**config.mk**
```make
export PLATFORM = sky130hd
export DESIGN_NAME = spike_train_generator
export DESIGN_NICKNAME = d
export VERILOG_FILES = /design/src/rtl/spike_train_generator.sv
export SDC_FILE = /design/constraint.sdc
export NUM_CORES = 1
export LEC_CHECK = 0
export ABC_AREA = 1
export BUFFER_PORTS_ARGS = -buffer_cell sky130_fd_sc_hd__buf_2
export CAP_MARGIN = 20
export CORE_ASPECT_RATIO = 1.2
export CORE_MARGIN = 2
export CORE_UTILIZATION = 60
export DETAILED_ROUTE_END_ITERATION = 10
export PLACE_DENSITY_LB_ADDON = 0.12
export SLEW_MARGIN = 20
export SYNTH_ARGS = -nofsm -noshare
export SYNTH_HDL_FRONTEND = slang
export SYNTH_SLANG_ARGS = --single-unit
```
**constraint.sdc**
```tcl
create_clock -name clk -period 10.77 [get_ports clk]
set_input_delay 1.077 -clock clk [delete_from_list [all_inputs] [get_ports clk]]
set_output_delay 1.077 -clock clk [all_outputs]
set_load 0.005 [all_outputs]
```
**src/rtl/spike_train_generator.sv**
```systemverilog
// Rate-coded spike transmitter: spreads min(N,T) single-cycle spikes evenly across
// a T-cycle window using a phase accumulator, after clearing the downstream accumulator.
module spike_train_generator #(
  parameter int DATA_WIDTH   = 16,
  parameter int WINDOW_WIDTH = 16
) (
  input  logic                    clk,
  input  logic                    rst,
  input  logic                    count_valid,
  output logic                    count_ready,
  input  logic [DATA_WIDTH-1:0]   spike_count,
  input  logic [WINDOW_WIDTH-1:0] window_length,
  input  logic                    abort,
  output logic                    spike,
  output logic                    reset_accumulation,
  output logic                    busy,
  output logic                    done,
  output logic [DATA_WIDTH-1:0]   spikes_sent
);

  localparam int CW = (DATA_WIDTH > WINDOW_WIDTH) ? DATA_WIDTH : WINDOW_WIDTH;

  typedef enum logic [1:0] {IDLE, CLEAR, EMIT, DONE} state_t;

  state_t                  state;
  logic [WINDOW_WIDTH-1:0] t_len;
  logic [WINDOW_WIDTH-1:0] n_eff;
  logic [WINDOW_WIDTH-1:0] acc;
  logic [WINDOW_WIDTH-1:0] idx;

  logic [CW-1:0]           n_wide;
  logic [CW-1:0]           t_wide;
  logic [WINDOW_WIDTH-1:0] n_clamped;
  logic [WINDOW_WIDTH:0]   sum;
  logic                    fire;

  // The one-bit-wider sum cannot overflow since acc < T and n_eff <= T.
  always_comb begin
    n_wide    = CW'(spike_count);
    t_wide    = CW'(window_length);
    n_clamped = (n_wide < t_wide) ? WINDOW_WIDTH'(n_wide) : window_length;
    sum       = {1'b0, acc} + {1'b0, n_eff};
    fire      = (sum >= {1'b0, t_len});
  end

  assign count_ready = (state == IDLE) && !rst;
  assign busy        = (state != IDLE);

  // Spike for the upcoming EMIT index is decided one edge early so it leaves a register.
  always_ff @(posedge clk) begin
    if (rst) begin
      state              <= IDLE;
      t_len              <= '0;
      n_eff              <= '0;
      acc                <= '0;
      idx                <= '0;
      spikes_sent        <= '0;
      spike              <= 1'b0;
      reset_accumulation <= 1'b0;
      done               <= 1'b0;
    end else begin
      spike              <= 1'b0;
      reset_accumulation <= 1'b0;
      done               <= 1'b0;
      case (state)
        IDLE: begin
          if (count_valid) begin
            t_len              <= window_length;
            n_eff              <= n_clamped;
            acc                <= '0;
            idx                <= '0;
            spikes_sent        <= '0;
            reset_accumulation <= 1'b1;
            state              <= CLEAR;
          end
        end
        CLEAR: begin
          if (abort) begin
            state <= IDLE;
          end else if (t_len == '0) begin
            done  <= 1'b1;
            state <= DONE;
          end else begin
            state <= EMIT;
            spike <= fire;
            acc   <= fire ? WINDOW_WIDTH'(sum - {1'b0, t_len}) : WINDOW_WIDTH'(sum);
            if (fire) spikes_sent <= spikes_sent + DATA_WIDTH'(1);
          end
        end
        EMIT: begin
          if (abort) begin
            state <= IDLE;
          end else if (idx == t_len - WINDOW_WIDTH'(1)) begin
            done  <= 1'b1;
            state <= DONE;
          end else begin
            idx   <= idx + WINDOW_WIDTH'(1);
            spike <= fire;
            acc   <= fire ? WINDOW_WIDTH'(sum - {1'b0, t_len}) : WINDOW_WIDTH'(sum);
            if (fire) spikes_sent <= spikes_sent + DATA_WIDTH'(1);
          end
        end
        DONE: begin
          state <= IDLE;
        end
        default: begin
          state <= IDLE;
        end
      endcase
    end
  end

endmodule

```
==> results.yml <==
status:
  status: "completed"
worst_setup_path:
  path_cells: "ha_1 -> inv_1 -> fa_1 -> o21ai_1 -> a21boi_0 -> o21ai_0 -> nand3_1 -> nand2_1 -> xor2_1 -> ha_1 -> a21oi_1 -> o21ai_0 -> a21oi_1 -> nand2_1 -> nand2_1 -> nand2_1 -> inv_1 -> nand2_1 -> o21ai_0 -> nand3_1 -> nand2_1"
  cp_common_cell: "nand2_1"
  critPathRequiredTime_ns: 11.07
  cp-end-kind: "flop"
  crit_family: "compound AO/OA/AOI/OAI gates"
  cpPeakStageDelay_ns: 0.49
  path_max_fanout: 28
  path_buf_inv: 2
  crit_path_start_kind: "flop"
  slowest_stage: "nand2_1"
  critPathArrivalTime_ns: 4.72
  crit_type: "flop to flop"
global_route:
  grt_max_degree: 66
  grt_use_total: 0.298
  grt-ovfl-total: 0
  grt_pass1_wl_um: 28900
  antenna_found_initial: 0
  grt_pass1_vias: 6010
power_and_ir_drop:
  pwr_density_cell_mw_per_mm2: 244
  power.leakage_nw: 3.39
  worst_ir_drop_vdd_mv: 0.112
  finalPower_mw: 1.86
clocking:
  root_buffer: "clkbuf_16"
  hold_buffers: 0
  cts_tree: "yes"
  clock_sinks: 85
  cts_resized: 0
  clock_path_buffers: 2
  cts_setup_buffers: 0
  cts-htree-levels: 3
  cts_made_buffers: 9
  clock_latency_ns: 0.36
  cts.reportedPaths.clkPinSlew_ns: 0.07
yosys:
  synth_seq_cells: 85
  synth_top_cell_by_area: "dfxtp_1"
  yosysMostFrequentCell: "nand2_1"
  synth_xor_area_frac: 0.0737
  avgSynthCellArea_um2: 6.59
  synth.top_cell.area_share: 0.244
  netlist_instances: 1059
  syn-num-nets: 1152
  ys.flop_type: "dfxtp_1"
  synthMuxAreaShare: 0
  synth_compound_area_frac: 0.177
  synthDistinctLibCells: 51
  synth_top_family_by_area: "simple AND/OR/NAND/NOR gates"
  ys_async_sr_fraction: 0
  yosys.area_share.simple: 0.315
  yosys_warnings: 0
  seq_area_frac_synth: 0.244
  ys_top_cells_by_count: "244 x nand2_1, 114 x a21oi_1, 106 x inv_1"
  synthTopCellsByArea: "dfxtp_1 24%, nand2_1 13%, ha_1 9.9%, a21oi_1 8.2%, inv_1 5.7%"
  synthAdderAreaFrac: 0.104
  synth_edf_count: 0
  syn_area_mm2: 0.00698
die:
  die-area_mm2: 0.0125
  io_pins: 57
  core_area_mm2: 0.0115
  num_rows: 43
  dieWidth_um: 102
  die_h_um: 122
  start_util: 0.609
timing:
  setup_viol: 0
  fmax_mhz: 227
  rsz0062_at_grt: "false"
  fin_ws_ns: 6.36
  finalClockSkew_ns: 0.00802
  tightestPinTransition_ns: 0.865
  hold_ws_ns: 0.469
  slew_headroom: 0.422
  finalMaxSlewViolations: 0
  finalCriticalPeriod_ns: 4.41
  min_period_over_period: 0.410
  report.final.hold_viol_count: 0
  tns_ns: 0
cells_and_area:
  multi_input_area_mm2: 0.00468
  drive_gt1_frac: 0.125
  design_area_mm2: 0.00760
  fin_util: 0.663
  area_growth_syn_to_layout_pct: 8.84
  final_cells: 1258
  finalNetCount: 1189
  diodes: 0
  nFillCells: 1093
  register_area_mm2: 0.00170
route:
  viasPerCell: 5.39
  ant_nets: 0
  drc: 0
  wire_per_inst_um: 14.3
  drt_wl_total_um: 18000
  vias: 6775
  dr.pass1.iters: 5
  drt_iter0_drc: 329
place:
  hpwl_um: 13900
  gp_routability_congestion: 0.924
  dp.cells: 1242
  port_buffers: 56
  dp_slack_ns: 6.46
  post_dp_cell_area_mm2: 0.00730
job:
  max_cap_viol_count: 0
hold_path:
  hold_class: "flop to flop"
[path summary, 6_finish.rpt]
check	start	endpoint	slack [ns]	depth (start not counted)
max reg2reg	acc[0]$_SDFFE_PP0P_	acc[11]$_SDFFE_PP0P_	6.36	21
max	acc[0]$_SDFFE_PP0P_	acc[11]$_SDFFE_PP0P_	6.36	21
min reg2reg	acc[0]$_SDFFE_PP0P_	acc[0]$_SDFFE_PP0P_	0.47	2
min	acc[0]$_SDFFE_PP0P_	acc[0]$_SDFFE_PP0P_	0.47	2
[flip-flops by register name (all words and copies together) (netlist names)]
signal / flops
reset_accumulation: 1
state: 2
t_len: 16
acc: 16
spikes_sent: 16
n_eff: 16
spike: 1
done: 1
idx: 16
[metal layers]
layer / part of all wire / wire [um] / track usage
met2: 0.49 / 8860 / 0.518
met5: 0 / 0 / 0
met3: 0.030 / 539 / 0.0304
met1: 0.45 / 8200 / 0.375
met4: 0.024 / 430 / 0.117
[area by class of cell]
type	instances	area share
multi-input cells	829	0.616
flip-flops and latches	85	0.224
inverters	112	0.0557
repair buffers	59	0.0399
clock buffers	11	0.0306
well taps	157	0.0259
clock inverters	5	0.00791
[placed cells by master, fill, tap and decap left out, types with 10 or more instances in the layout]
master,count
nand2_1,243
a21oi_1,114
inv_1,106
nor2_1,94
dfxtp_1,85
o21ai_0,71
nand3_1,62
buf_2,56
ha_1,55
xor2_1,39
nand2_2,24
xnor2_1,17
nor3_1,15
o21ai_1,10
a21oi_2,10
[cells by family after synthesis]
kind of cell / after synthesis
xor+xnor: 57
flops: 85
fa+ha+maj: 57
compound gates: 227
buf+inv: 145
simple gates: 488
[power by group]
part,internal (mW),switching (mW)
Combinational,0.384,0.746
Sequential,0.362,0.0438
Clock,0.181,0.139
Total,0.928,0.929
[worst register-to-register path: stages (launching register included)]
cell and delay (ns):
dfxtp_1 0.33, ha_1 0.16, inv_1 0.05, fa_1 0.40, o21ai_1 0.28, a21boi_0 0.19
o21ai_0 0.29, nand3_1 0.11, nand2_1 0.09, xor2_1 0.19, ha_1 0.31, a21oi_1 0.19
o21ai_0 0.15, a21oi_1 0.15, nand2_1 0.09, nand2_1 0.09, nand2_1 0.49, inv_1 0.43
nand2_1 0.09, o21ai_0 0.09, nand3_1 0.10, nand2_1 0.09
Power figures use the tool's default switching activity.
